<file path="src/rtl/brus16_gpu_pkg.sv">
// Shared GPU-side constants and types: palette geometry, bus widths,
// the palette-DMA state encoding and its I/O trigger register offset.
package brus16_gpu_pkg;

  localparam int ADDR_W      = 13;
  localparam int PAL_AW      = 6;
  localparam int DATA_W      = 16;
  localparam int PAL_ENTRIES = 1 << PAL_AW;

  // CPU I/O register offset whose write pulses the palette-DMA start.
  localparam logic [7:0] IO_PAL_DMA_TRIG = 8'h30;

  typedef enum logic [1:0] {
    IDLE    = 2'd0,
    WAIT_VB = 2'd1,
    XFER    = 2'd2
  } pdma_state_t;

endpackage

</file>
<file path="src/rtl/palette_dma_if.sv">
// Buses of the palette DMA: data-RAM read port (secondary requester) and
// the colours-BRAM port-A write side. master = DMA, slave = RAM/BRAM side.
interface palette_dma_if #(
  parameter int ADDR_W = brus16_gpu_pkg::ADDR_W,
  parameter int PAL_AW = brus16_gpu_pkg::PAL_AW,
  parameter int DATA_W = brus16_gpu_pkg::DATA_W
);

  // A read is issued in any cycle with mem_req && mem_gnt; mem_rdata is
  // valid exactly one cycle later. There is no back-pressure on pal_*.
  logic              mem_req;
  logic              mem_gnt;
  logic [ADDR_W-1:0] mem_addr;
  logic [DATA_W-1:0] mem_rdata;
  logic              pal_cea;
  logic [PAL_AW-1:0] pal_ada;
  logic [DATA_W-1:0] pal_din;

  modport master (
    output mem_req, mem_addr, pal_cea, pal_ada, pal_din,
    input  mem_gnt, mem_rdata
  );

  modport slave (
    input  mem_req, mem_addr, pal_cea, pal_ada, pal_din,
    output mem_gnt, mem_rdata
  );

endinterface

</file>
<file path="src/rtl/palette_dma.sv">
// Copies the 64-entry palette from data RAM into colours-BRAM port A, only
// during vblank. Optional start queueing: PALETTE_DMA_QUEUE_EN.
module palette_dma #(
  parameter int ADDR_W = brus16_gpu_pkg::ADDR_W,
  parameter int PAL_AW = brus16_gpu_pkg::PAL_AW,
  parameter int DATA_W = brus16_gpu_pkg::DATA_W
) (
  input  logic                         clk,
  input  logic                         reset,
  input  logic                         start,
  input  logic [ADDR_W-1:0]            base_addr,
  input  logic                         vblank,
  palette_dma_if.master                bus,
  output logic                         busy,
  output logic                         done,
  output brus16_gpu_pkg::pdma_state_t  state
);

  localparam int CNT_W = PAL_AW + 1;
  localparam logic [CNT_W-1:0] ENTRIES  = CNT_W'(1 << PAL_AW);
  localparam logic [CNT_W-1:0] LAST_IDX = CNT_W'((1 << PAL_AW) - 1);

  logic [ADDR_W-1:0] base_q;
  logic [CNT_W-1:0]  rd_idx;
  logic [CNT_W-1:0]  wr_idx;
  logic              inflight;
  logic [PAL_AW-1:0] inflight_idx;
  logic              mem_req;
  logic              issue;
  logic              accept;

`ifdef PALETTE_DMA_QUEUE_EN
  logic              pending;
  logic [ADDR_W-1:0] pending_base;
`endif

  // mem_req follows vblank combinationally so a falling vblank stops reads
  // in the very same cycle.
  assign mem_req = (state == brus16_gpu_pkg::XFER) && (rd_idx < ENTRIES) && vblank;
  assign issue   = mem_req && bus.mem_gnt;
  assign done    = inflight && (wr_idx == LAST_IDX);
  assign accept  = start && (!busy || done);

  // The write lands in the cycle the read data arrives; no data register.
  assign bus.mem_req  = mem_req;
  assign bus.mem_addr = mem_req ? base_q + ADDR_W'(rd_idx) : '0;
  assign bus.pal_cea  = inflight;
  assign bus.pal_ada  = inflight ? inflight_idx : '0;
  assign bus.pal_din  = inflight ? bus.mem_rdata : '0;

  always_ff @(posedge clk or posedge reset) begin
    if (reset) begin
      state        <= brus16_gpu_pkg::IDLE;
      base_q       <= '0;
      rd_idx       <= '0;
      wr_idx       <= '0;
      inflight     <= 1'b0;
      inflight_idx <= '0;
      busy         <= 1'b0;
`ifdef PALETTE_DMA_QUEUE_EN
      pending      <= 1'b0;
      pending_base <= '0;
`endif
    end else begin
      inflight <= issue;
      if (issue) begin
        inflight_idx <= rd_idx[PAL_AW-1:0];
        rd_idx       <= rd_idx + 1'b1;
      end
      if (inflight) begin
        wr_idx <= wr_idx + 1'b1;
      end

      case (state)
        brus16_gpu_pkg::WAIT_VB: if (vblank)  state <= brus16_gpu_pkg::XFER;
        brus16_gpu_pkg::XFER:    if (!vblank) state <= brus16_gpu_pkg::WAIT_VB;
        default: ;
      endcase

      // Completion and (re)start override the stepping above; a start in
      // the done cycle chains straight into a new transfer.
      if (accept) begin
        base_q <= base_addr;
        rd_idx <= '0;
        wr_idx <= '0;
        busy   <= 1'b1;
        state  <= brus16_gpu_pkg::WAIT_VB;
`ifdef PALETTE_DMA_QUEUE_EN
        pending <= 1'b0;
`endif
      end
`ifdef PALETTE_DMA_QUEUE_EN
      else if (done && pending) begin
        base_q  <= pending_base;
        rd_idx  <= '0;
        wr_idx  <= '0;
        state   <= brus16_gpu_pkg::WAIT_VB;
        pending <= 1'b0;
      end
`endif
      else if (done) begin
        busy  <= 1'b0;
        state <= brus16_gpu_pkg::IDLE;
      end
`ifdef PALETTE_DMA_QUEUE_EN
      else if (start) begin
        pending      <= 1'b1;
        pending_base <= base_addr;
      end
`endif
    end
  end

endmodule

</file>
<file path="src/flat_wrapper.sv">
// flat-port wrapper written by rule: the top's interface ports become plain ports
module palette_dma_flat 
#(
  parameter int ADDR_W = brus16_gpu_pkg::ADDR_W,
  parameter int PAL_AW = brus16_gpu_pkg::PAL_AW,
  parameter int DATA_W = brus16_gpu_pkg::DATA_W
)
  (clk, reset, start, base_addr, vblank, busy, done, state, bus_mem_req, bus_mem_addr, bus_pal_cea, bus_pal_ada, bus_pal_din, bus_mem_gnt, bus_mem_rdata);
  palette_dma_if #(.ADDR_W(ADDR_W), .PAL_AW(PAL_AW), .DATA_W(DATA_W)) bus_i ();
  input  logic clk;
  input  logic reset;
  input  logic start;
  input  logic [ADDR_W-1:0] base_addr;
  input  logic vblank;
  output logic busy;
  output logic done;
  output brus16_gpu_pkg::pdma_state_t state;
  output wire logic [$bits(bus_i.mem_req)-1:0] bus_mem_req;
  output wire logic [$bits(bus_i.mem_addr)-1:0] bus_mem_addr;
  output wire logic [$bits(bus_i.pal_cea)-1:0] bus_pal_cea;
  output wire logic [$bits(bus_i.pal_ada)-1:0] bus_pal_ada;
  output wire logic [$bits(bus_i.pal_din)-1:0] bus_pal_din;
  input wire logic [$bits(bus_i.mem_gnt)-1:0] bus_mem_gnt;
  input wire logic [$bits(bus_i.mem_rdata)-1:0] bus_mem_rdata;
  assign bus_mem_req = bus_i.mem_req;
  assign bus_mem_addr = bus_i.mem_addr;
  assign bus_pal_cea = bus_i.pal_cea;
  assign bus_pal_ada = bus_i.pal_ada;
  assign bus_pal_din = bus_i.pal_din;
  assign bus_i.mem_gnt = bus_mem_gnt;
  assign bus_i.mem_rdata = bus_mem_rdata;
  palette_dma #(.ADDR_W(ADDR_W), .PAL_AW(PAL_AW), .DATA_W(DATA_W)) u_core (.clk(clk), .reset(reset), .start(start), .base_addr(base_addr), .vblank(vblank), .bus(bus_i), .busy(busy), .done(done), .state(state));
endmodule
</file>
<file path="config.mk">
export PLATFORM = sky130hd
export DESIGN_NAME = palette_dma_flat
export DESIGN_NICKNAME = d
export VERILOG_FILES = /design/src/rtl/brus16_gpu_pkg.sv /design/src/rtl/palette_dma_if.sv /design/src/rtl/palette_dma.sv /design/src/flat_wrapper.sv
export SDC_FILE = /design/constraint.sdc
export NUM_CORES = 1
export LEC_CHECK = 0
export BUFFER_PORTS_ARGS = -buffer_cell sky130_fd_sc_hd__clkbuf_2
export CAP_MARGIN = 30
export CORE_MARGIN = 3
export CORE_UTILIZATION = 55
export DETAILED_ROUTE_END_ITERATION = 10
export PLACE_DENSITY = 0.86
export SYNTH_ARGS = -nofsm -noshare
export SYNTH_HDL_FRONTEND = slang
export SYNTH_SLANG_ARGS = --single-unit
</file>
<file path="constraint.sdc">
create_clock -name clk -period 6.19 [get_ports clk]
set_clock_uncertainty 0.05 [all_clocks]
set_input_delay 0.9285 -clock clk [delete_from_list [all_inputs] [get_ports clk]]
set_output_delay 0.9285 -clock clk [all_outputs]
set_load 0.1 [all_outputs]
</file>
# Word-level counts from Yosys, hierarchy flattened

Index checks and enable logic that the tools add are counted.

Memories: 0
Bits in registers: 37
Memory bits (writable): 0
Memory bits (read-only): 0
Latch bits: 0
Bits of input ports: 34
Output and inout bits: 41

Add/sub/neg operators: 3
Div/mod/pow operators: 0
Eq/ne operators: 5
Multiplexer cells: 14
Reductions and logical operators: 12
Shift operators: 0
Multipliers: 0
Order comparisons: 1
Bitwise logic cells: 0

Operators by type and width:

| kind                                           | number |
|---|---|
| 2-to-1 mux 7 bit                               | 4 |
| 2-to-1 mux 16 bit                              | 1 |
| adder 7 x 1 -> 7 bit (second input constant)   | 2 |
| adder 13 x 7 -> 13 bit                         | 1 |
| 2-to-1 mux 13 bit                              | 1 |
| 2-to-1 mux 2 bit                               | 4 |
| != test 4 x 2 -> 1 bit (second input constant) | 2 |
| == test 7 x 6 -> 1 bit (second input constant) | 1 |
| < comparator 7 bit (second input constant)     | 1 |
| 2-to-1 mux 6 bit                               | 1 |
| nonzero test 2 bit                             | 3 |
| logical AND 1 bit                              | 5 |
| case mux 2 bit (2 select lines)                | 1 |
| nonzero test 4 bit                             | 1 |
| AND reduction 3 bit                            | 1 |
| == test 2 x 1 -> 1 bit (second input constant) | 1 |
| == test 2 bit (second input constant)          | 1 |
| 2-to-1 mux 1 bit                               | 2 |
| zero test 1 bit                                | 1 |
| logical OR 1 bit                               | 1 |

# Depth between registers and ports, before layout

Gate-level depths: netlist of the first run.

Depth after elaboration: 6
Gate-level depth with buffers: 8

# Worst setup path before layout of the first run

OpenSTA, ideal clock, no wires.

Kind: register -> output
Start: reg u_core.state[1]
End: out bus_mem_addr[11]
Data required time: 5.211 ns
Cell stages (with the launch flop): 7
Buffers on the path: 1
Arrival time: 3.804 ns
Slack: 1.408 ns
Cells stage by stage: dfrtp_1 -> ha_1 -> nand3b_1 -> inv_1 -> buf_2 -> nand2_1 -> mux2i_1

Cells in the longest elaborated chain, start to end: 4

Ends and longest elaborated chain:

| item                           | RTL line           | source |
|---|---|---|
| start: declaration             | palette_dma.sv:16  | `output brus16_gpu_pkg::pdma_state_t state` |
| start signal: assignment       | palette_dma.sv:53  | `state <= brus16_gpu_pkg::IDLE;` |
| start signal: assignment       | palette_dma.sv:75  | `brus16_gpu_pkg::WAIT_VB: if (vblank) state <= brus16_gpu_pkg::XFER;` |
| start signal: assignment       | palette_dma.sv:76  | `brus16_gpu_pkg::XFER: if (!vblank) state <= brus16_gpu_pkg::WAIT_VB;` |
| == test 2 bit                  | palette_dma.sv:39  | `assign mem_req = (state == brus16_gpu_pkg::XFER) && (rd_idx < ENTRIES) && vblank;` |
| logical AND 1 bit (2 in a row) | palette_dma.sv:39  |  |
| via bus_mem_req                | flat_wrapper.sv:18 | `output wire logic [$bits(bus_i.mem_req)-1:0] bus_mem_req;` |
| 2-to-1 mux 13 bit              | palette_dma.sv:46  | `assign bus.mem_addr = mem_req ? base_q + ADDR_W'(rd_idx) : '0;` |
| end: declaration               | flat_wrapper.sv:19 | `output wire logic [$bits(bus_i.mem_addr)-1:0] bus_mem_addr;` |

The timed path passes the listed nets, and every way through them passes these cells.

# Final worst setup path of the first run

Start: reg u_core.rd_idx[0]
End: out bus_mem_addr[10]

Cells in the longest elaborated chain, start to end: 4
Elaborated cells between the ends (all ways): 5

Ends and longest elaborated chain:

| item                                                           | RTL line          | source |
|---|---|---|
| start: declaration                                             | palette_dma.sv:24 | `logic [CNT_W-1:0] rd_idx;` |
| start signal: assignment                                       | palette_dma.sv:68 | `rd_idx <= rd_idx + 1'b1;` |
| branches (longest 3 deep; another with adder 13 x 7 -> 13 bit) | n/a               |  |
| 2-to-1 mux 13 bit (*)                                          | palette_dma.sv:46 |  |

Every way passes the cells marked *.

==> impl_metrics.yaml, run 1 <==
detailed_routing:
  ant_nets: 0
  post_drt_wl_per_cell_um: 13.6
  vias: 1938
  routed_wl_mm: 4.93
  dr.pass1.iters: 4
  drc: 0
  viasPerCell: 5.34
  drt-initial-drc-count: 109
yosys:
  synth_area_mm2: 0.00231
  ys_seq_elements: 37
  avgSynthCellArea_um2: 9.61
  syn-num-nets: 286
  ys_seq_area_frac: 0.401
  synthXorXnorAreaFrac: 0.0456
  synth_top_family_by_area: "simple AND/OR/NAND/NOR gates"
  synth_mux_area_frac: 0.104
  yosysWarnings: 0
  syn_inst: 240
  synth.distinct_cells: 41
  synth-simple-area-share: 0.252
  synth_compound_area_frac: 0.0927
  synth_adder_area_share: 0.0683
clock_tree:
  hold_buffers: 0
  htree_levels: 2
  max-clock-path-buffers: 2
  cts_root_buf: "clkbuf_8"
  clkTransAtPathRegs_ns: 0.07
  numCtsBuffers: 5
  insertion_delay_ns: 0.30
  cts_sinks: 37
  post_cts_buffers: 0
  cts_resized: 0
  cts_tree: "done"
worst_setup_path:
  crit_path_top_delay_cell: "clkbuf_2"
  cp_num_cells: 8
  critPathKind: "flop to output port"
  reg2reg_from: "u_core.bus.pal_cea"
  required_ns: 5.21
  slowest_delay_ns: 0.48
  cp-start-kind: "flop"
  path_cells: "ha_1 > inv_1 > fa_1 > nor2b_1 > o31ai_1 > a211oi_1 > mux2i_1 > clkbuf_2"
  cp-startpoint: "u_core.rd_idx[0]"
  r2r_end: "u_core.base_q[1]"
  crit_end: "bus_mem_addr[10]"
  r2r_slack_ns: 3.82
  crit_arrival_ns: 2.75
  end_kind: "output port"
  cp_top_family: "adder cells"
  cp_max_fo: 6
  r2r_cells: 4
  path_buf_inv: 2
sta:
  worst_slew_pin_slew_ns: 0.709
  finalSetupViolCount: 0
  period_minus_slack_ns: 3.73
  rsz0062_at_grt: "no"
  slew-limit-headroom: 0.528
  hold_viol_final: 0
  fmax_mhz: 268
  drv_slew: 0
  finalCritPeriodShare: 0.603
  fin_tns_setup_ns: 0
pwr:
  p_leak_nw: 1.48
  peakVddDrop_mv: 0.252
  pwr_density_cell_mw_per_mm2: 422
  finalPower_mw: 1.17
floorplanning:
  core.rowCount: 22
  die_h_um: 70.8
  initial_core_util: 0.599
  fp.dieW_um: 70.8
  fp.coreArea_mm2: 0.00385
  die_area_mm2: 0.00501
  io_pins: 75
cells_and_area:
  layout-drive-gt1-share: 0.317
  stdcell_area_mm2: 0.00278
  seqCellArea_um2: 926
  n_fill_cell: 300
  multiInputGateArea_mm2: 0.00130
  num-nets-final: 360
  antenna_cells: 0
  syn_to_final_growth_pct: 20.6
hold_path:
  worstHoldPathCells: 2
  hold_class: "flop to flop"
grt:
  grt_max_degree: 38
  grt.total_usage: 0.212
  grt_pass1_wl_mm: 8.53
  grt_overflow: 0
  grt_pass1_vias: 1876
  antenna_found_initial: 0
placed_design:
  io_buffers: 74
  dpl-instance-area_mm2: 0.00270
  dp_hpwl_mm: 3.80
  gp_congestion: 0.840
job:
  drv_cap: 0
run_status:
  status: "finished, final reports clean"
-- synthesized netlist by cell type --
master	number	area share
dfrtp_1	37	0.40
nand2_1	30	0.049
and2_1	24	0.065
nor2_1	21	0.034
ha_1	11	0.060
o21ai_0	10	0.022
inv_1	9	0.015
mux2_4	9	0.059
a21oi_1	7	0.015
xor2_1	7	0.027
mux2i_1	6	0.026
nor3_1	6	0.013
nand2b_1	5	0.014
nand3_1	5	0.011
nand4_1	5	0.014
xnor2_1	5	0.019
a211oi_1	4	0.013
mux2_2	4	0.020
nor2b_1	4	0.011
a21o_1	3	0.0098
buf_2	3	0.0065
buf_4	2	0.0065
clkbuf_1	2	0.0033
nand3b_1	2	0.0065
nor3b_1	2	0.0065
o211ai_1	2	0.0065
a31oi_1	1	0.0027
and3_1	1	0.0027
and4_1	1	0.0038
buf_6	1	0.0049
fa_1	1	0.0087
nand2_2	1	0.0027
nand3_4	1	0.0076
nand4b_2	1	0.0065
o21a_1	1	0.0033
o311a_1	1	0.0043
o31a_1	1	0.0038
o31ai_1	1	0.0033
o31ai_4	1	0.0092
or2b_1	1	0.0033
or3_1	1	0.0027
-- cells by family after synthesis --
family                   after synthesis
AO/OA/AOI/OAI                         32
XOR/XNOR                              12
adder cells (fa/ha/maj)               12
buffers and inverters                 17
flip-flops                            37
multiplexers                          19
AND/OR/NAND/NOR                      111
-- layout by cell type (no fill, tap or decap), types with 2 or more instances in the layout --
master,synthesis,final
clkbuf_2,0,74
dfrtp_1,37,37
nand2_1,30,30
and2_1,24,24
nor2_1,21,21
ha_1,11,11
o21ai_0,10,10
mux2_4,9,9
inv_1,9,9
a21oi_1,7,7
xor2_1,7,7
nor3_1,6,6
mux2i_1,6,6
nand3_1,5,5
xnor2_1,5,5
nand4_1,5,5
nand2b_1,5,5
clkbuf_8,0,5
nor2b_1,4,4
a211oi_1,4,4
mux2_2,4,4
a21o_1,3,3
nand3b_1,2,2
o211ai_1,2,2
nor3b_1,2,2
clkinv_2,0,2
-- power by group --
part           switching, mW  internal, mW  total (mW)  leakage [nW]
clock                 0.0884        0.0777       0.166        0.0439
sequential            0.0876         0.323       0.410         0.474
combinational          0.427         0.169       0.597         0.963
-- layer usage --
| metal | GRT usage | vias to the layer above | share of wire |
|---|---|---|---|
| met5 | 0 | - | 0 |
| met4 | 0.0793 | 0 | 0.017 |
| met3 | 0.0554 | 9 | 0.057 |
| met2 | 0.358 | 56 | 0.49 |
| met1 | 0.261 | 913 | 0.43 |
| li1 | - | 960 | - |
-- worst min-delay path by stage --
stage	endpoint	start
floorplan	u_core.inflight_idx[0]	u_core.inflight_idx[0]
global placement	u_core.inflight_idx[4]	u_core.inflight_idx[4]
detailed placement	u_core.inflight_idx[2]	u_core.inflight_idx[2]
CTS	u_core.inflight_idx[2]	u_core.inflight_idx[2]
global route	u_core.inflight_idx[4]	u_core.inflight_idx[4]
finish	u_core.inflight_idx[2]	u_core.inflight_idx[2]
-- layout make-up --
type                            instances  share of cell area
Sequential cell                        37               0.333
Inverter                                9              0.0121
Clock buffer                            5              0.0247
Clock inverter                          3             0.00629
Multi-Input combinational cell        186               0.467
Tap cell                               48              0.0216
Timing Repair Buffer                   75               0.136
-- worst min-delay path, stage by stage, from the launching register on --
cell	delay [ns]
dfrtp_1	0.34
nand2_1	0.05
nand2_1	0.06
-- through the flow --
stage	worst slack [ns]	instances	hold slack [ns]	util
2_1_floorplan	1.41	240	0.388	-
3_3_place_gp	2.63	355	0.401	0.700
3_5_place_dp	2.57	355	0.413	0.700
4_1_cts	2.48	363	0.430	0.722
5_1_grt	2.25	363	0.460	0.722
6_report	2.46	363	0.423	0.722
-- state kept, by name (all words and copies together) (netlist names) --
signal               count
u_core.base_q           13
u_core.bus.pal_cea       1
u_core.busy              1
u_core.inflight_idx      6
u_core.rd_idx            7
u_core.state             2
u_core.wr_idx            7
(Power assumes the default switching activity.)
==> run 2, diff against run 1 <==
CORE_UTILIZATION = 46   (was 55)
PLACE_DENSITY = 0.76   (was 0.86)
clock period = 3.3 ns   (was 6.19 ns; I/O delays follow)
==> run 2 against run 1 <==
Total power up 92%. Flip-flop and latch count unchanged. Clock power up 86%. Clock-buffer cell count up 1. Register-to-register slack worse by 2.4 ns. Combinational power up 98%. Largest cell class unchanged. Largest power group unchanged.
==> impl_metrics.yaml, run 2 (same netlist as run 1, synthesis figures left out) <==
run_status:
  status: "finished, final reports clean"
grt:
  grt_max_degree: 38
  grt_overflow: 0
  grt_pass1_vias: 1889
  grt_pass1_wl_mm: 8.56
  grt.total_usage: 0.178
  antenna_found_initial: 0
worst_setup_path:
  end_kind: "output port"
  critPathKind: "flop to output port"
  crit_arrival_ns: 2.60
  r2r_slack_ns: 1.39
  cp-start-kind: "flop"
  required_ns: 2.75
  r2r_cells: 6
  cp_max_fo: 6
cells_and_area:
  top_register: "u_core.base_q"
  largest_register_ff_count: 13
  stdcell_area_mm2: 0.00296
  antenna_cells: 0
  layout_common_cells: "71 x clkbuf_2, 36 x dfrtp_1, 30 x nand2_1, 24 x and2_1, 21 x nor2_1"
  final_cells: 385
  syn_to_final_growth_pct: 28.4
  final_common_cell: "clkbuf_2"
  reg_top3: "u_core.base_q: 13 flops, u_core.rd_idx: 7 flops, u_core.wr_idx: 7 flops"
  layout-drive-gt1-share: 0.365
  num-nets-final: 363
  n_fill_cell: 426
floorplanning:
  core.rowCount: 25
  die_h_um: 76.8
  io_pins: 75
  initial_core_util: 0.482
  fp.dieW_um: 76.8
  fp.coreArea_mm2: 0.00479
  die_area_mm2: 0.00590
placed_design:
  gp_congestion: 0.779
  dpl-instance-area_mm2: 0.00287
  placed_cells: 377
  io_buffers: 74
  dp_hpwl_mm: 3.95
sta:
  drv_slew: 0
  finalSetupViolCount: 0
  finalCritPeriodShare: 0.952
  whs_ns: 0.228
  fmax_mhz: 318
  period_minus_slack_ns: 3.14
  slew-limit-headroom: 0.634
  hold_viol_final: 0
  worst_slew_pin_slew_ns: 0.552
  rsz0062_at_grt: "no"
detailed_routing:
  drc: 0
  met3_length_um: 226
  viasPerCell: 5.05
  wl_met1_mm: 2.20
  routed_wl_mm: 5.09
  route.met2.wl_mm: 2.58
  routed.top_layer: "met4"
  drt-initial-drc-count: 61
  ant_nets: 0
  vias: 1943
  dr.pass1.iters: 4
  post_drt_wl_per_cell_um: 13.2
clock_tree:
  max-clock-path-buffers: 2
  clkTransAtPathRegs_ns: 0.08
  cts_sinks: 37
  insertion_delay_ns: 0.29
  numCtsBuffers: 5
  htree_levels: 2
  cts_tree: "done"
  cts_root_buf: "clkbuf_8"
  hold_buffers: 0
pwr:
  pwr_density_cell_mw_per_mm2: 760
  peakVddDrop_mv: 0.450
  p_leak_nw: 1.52
hold_path:
  hold_class: "input port to asynchronous set/reset pin"
job:
  drv_cap: 0
-- run 2: changes by cell type in the layout (fill, tap and decap cells not counted), sizes merged --
cell	previous run	this run
buf	1	7
clkbuf	79	77
clkinvlp	1	0
-- run 2: cell type report --
| type | instances | area, um^2 | share of cell area |
|---|---|---|---|
| Inverter | 9 | 33.8 | 0.0114 |
| Clock inverter | 2 | 10.0 | 0.00338 |
| Sequential cell | 37 | 927 | 0.313 |
| Clock buffer | 6 | 72.6 | 0.0245 |
| Multi-Input combinational cell | 186 | 1390 | 0.469 |
| Tap cell | 67 | 83.8 | 0.0283 |
| Timing Repair Buffer | 78 | 445 | 0.150 |
-- run 2: timing repair --
action	4_1_cts	5_1_grt
gates resized for setup	2	1
setup buffers	0	0
endpoints found under the setup margin	2	4
-- run 2: path summary, 6_finish.rpt --
path,startpoint,endpoint
max,u_core.rd_idx[0],bus_mem_addr[12]
min,reset,u_core.wr_idx[4]
max reg2reg,u_core.wr_idx[0],u_core.base_q[1]
min reg2reg,u_core.inflight_idx[5],u_core.inflight_idx[5]
max in group asynchronous,reset,u_core.state[1]
min in group clk,start,u_core.busy
-- run 2: layer usage --
layer  global-route usage  vias to the layer above
met4               0.0634                        0
met5                    0                        -
met3               0.0411                        8
li1                     -                      971
met2                0.313                       52
met1                0.211                      912
-- run 2: metrics by stage --
stage / power (mW) / utilization / setup WS (ns) / setup TNS, ns
6_report: 2.25 / 0.619 / 0.158 / 0
3_5_place_dp: 1.95 / 0.599 / 0.265 / 0
2_1_floorplan: 1.73 / - / -0.256 / -0.256
4_1_cts: 2.27 / 0.619 / 0.0612 / 0
5_1_grt: 2.41 / 0.619 / 0.0271 / 0
3_3_place_gp: 1.92 / 0.599 / 0.382 / 0
-- run 2: where the power goes --
group	internal (mW)	switching, mW	leakage [nW]
logic	0.344	0.837	0.999
clock network	0.146	0.163	0.0450
registers	0.607	0.155	0.473
-- run 2: critical path: stages, from the launching register on --
cell and delay, ns:
dfrtp_1 0.45, ha_1 0.22, inv_1 0.06, fa_1 0.39
nor2b_2 0.20, o31ai_1 0.14, a211oi_2 0.31, mux2i_4 0.31
buf_12 0.20
==> run 3, diff against run 2 <==
CORE_MARGIN = not set   (was 3)
CORE_UTILIZATION = 55   (was 46)
PLACE_DENSITY = 0.86   (was 0.76)
clock period = 4.01 ns   (was 3.3 ns; I/O delays follow)
==> run 3 against run 2 <==
Clock power is 24% lower. First-iteration DRC count grew 93%. Final cell count shrank 5.7%. Highest routed layer unchanged. Critical endpoint unchanged. Core utilization increased by 8.0 points. Wire length down 2.9%. Sequential share of layout area rose by 1.8 points. Total power shrank 19%. Register-to-register slack better by 0.20 ns. Flip-flop and latch count did not move.
==> impl_metrics.yaml, run 3 (same netlist as run 1, synthesis figures left out) <==
sta:
  fmax_mhz: 283
  period_minus_slack_ns: 3.53
  finalSetupViolCount: 0
  slew-limit-headroom: 0.487
  finalCritPeriodShare: 0.881
  rsz0062_at_grt: "no"
  whs_ns: 0.337
  hold_viol_final: 0
  fin_tns_setup_ns: 0
  worst_slew_pin_slew_ns: 0.769
  postLayoutSetupSlackWorst_ns: 0.476
  drv_slew: 0
detailed_routing:
  post_drt_wl_per_cell_um: 13.6
  drt-initial-drc-count: 118
  viasPerCell: 5.38
  routed_wl_mm: 4.94
  drc: 0
  vias: 1953
  ant_nets: 0
  dr.pass1.iters: 4
clock_tree:
  cts_root_buf: "clkbuf_8"
  max-clock-path-buffers: 2
  clkTransAtPathRegs_ns: 0.07
  numCtsBuffers: 5
  cts_resized: 0
  hold_buffers: 0
  insertion_delay_ns: 0.28
  post_cts_buffers: 0
  cts_sinks: 37
  cts_tree: "done"
  htree_levels: 2
grt:
  grt_overflow: 0
  grt_max_degree: 38
  antenna_found_initial: 0
  grt_pass1_vias: 1794
  grt_pass1_wl_mm: 8.13
  grt.total_usage: 0.243
pwr:
  finalPower_mw: 1.81
  power.switching_mw: 0.933
  pwr-share-comb: 0.517
  p_seq_frac: 0.352
  peakVddDrop_mv: 0.379
  p_leak_nw: 1.47
  swShare: 0.515
  pwr_density_cell_mw_per_mm2: 648
  pwr-share-clk: 0.130
  power.internal_mw: 0.879
floorplanning:
  io_pins: 75
  fp.coreArea_mm2: 0.00400
  initial_core_util: 0.577
  die_h_um: 66.8
  die_area_mm2: 0.00446
  fp.dieW_um: 66.8
  core.rowCount: 23
cells_and_area:
  num-nets-final: 360
  largest_register_ff_count: 13
  syn_to_final_growth_pct: 21.2
  layout_common_cells: "74 x clkbuf_2, 37 x dfrtp_1, 30 x nand2_1, 24 x and2_1, 21 x nor2_1"
  n_fill_cell: 325
  layout-drive-gt1-share: 0.332
  final_common_cell: "clkbuf_2"
  fin_util: 0.699
  stdcell_area_mm2: 0.00280
  final_cells: 363
  reg_top3: "u_core.base_q: 13 flops, u_core.rd_idx: 7 flops, u_core.wr_idx: 7 flops"
  antenna_cells: 0
  top_register: "u_core.base_q"
worst_setup_path:
  cp_top_family: "adder cells"
  path_buf_inv: 2
  critPathKind: "flop to output port"
  required_ns: 3.36
  cp_max_fo: 6
  end_kind: "output port"
  path_cells: "ha_1 > inv_1 > fa_1 > nor2b_1 > o31ai_1 > a211oi_1 > mux2i_2 > clkbuf_2"
  crit_path_top_delay_cell: "clkbuf_2"
  slowest_delay_ns: 0.47
  crit_arrival_ns: 2.88
  cp-start-kind: "flop"
placed_design:
  pre_cts_ws_ns: 0.817
  io_buffers: 74
  placed_cells: 357
  gp_congestion: 0.804
  dpl-instance-area_mm2: 0.00272
  dp_hpwl_mm: 3.75
job:
  drv_cap: 0
hold_path:
  hold_class: "input port to asynchronous set/reset pin"
run_status:
  status: "finished, final reports clean"
[run 3: changes by cell type in the layout (fill, tap and decap cells not counted), sizes merged]
cell,previous run,this run
clkinv,2,1
clkbuf,77,79
buf,7,1
[run 3: final cells by class]
cell class / instances / area (um^2) / share of cell area
Inverter: 9 / 33.8 / 0.0121
Multi-Input combinational cell: 186 / 1320 / 0.473
Clock buffer: 5 / 68.8 / 0.0246
Clock inverter: 1 / 5.00 / 0.00179
Timing Repair Buffer: 75 / 378 / 0.135
Sequential cell: 37 / 926 / 0.331
Tap cell: 50 / 62.6 / 0.0224
[run 3: power by group through the flow]
stage          registers, mW  clock network [mW]  logic, mW
2_1_floorplan          0.682                   0      0.727
3_3_place_gp           0.635                   0      0.906
3_5_place_dp           0.641                   0      0.936
4_1_cts                0.636               0.245      0.938
5_1_grt                0.659               0.257       1.01
6_report               0.638               0.236      0.938
[run 3: layer usage]
metal | wire (um) | up-vias | GRT usage
met5 | 0 | - | 0
met4 | 82 | 0 | 0.0878
li1 | - | 958 | -
met2 | 2430 | 56 | 0.395
met1 | 2200 | 931 | 0.315
met3 | 233 | 8 | 0.0548
[run 3: final timing paths]
kind,startpoint,end,slack (ns),cells past startpoint
min reg2reg,u_core.inflight_idx[2],u_core.inflight_idx[2],0.42,2
min in group clk,u_core.inflight_idx[2],u_core.inflight_idx[2],0.42,2
min,reset,u_core.wr_idx[0],0.34,3
max,u_core.rd_idx[0],bus_mem_addr[12],0.48,8
max in group asynchronous,reset,u_core.inflight_idx[3],3.24,3
max reg2reg,u_core.bus.pal_cea,u_core.base_q[1],1.59,4
[run 3: worst register-to-register path: stages (launching register included)]
cell	delay, ns
dfrtp_1	0.84
nand3_4	0.18
o31ai_4	0.30
and2_1	0.53
mux2_2	0.40
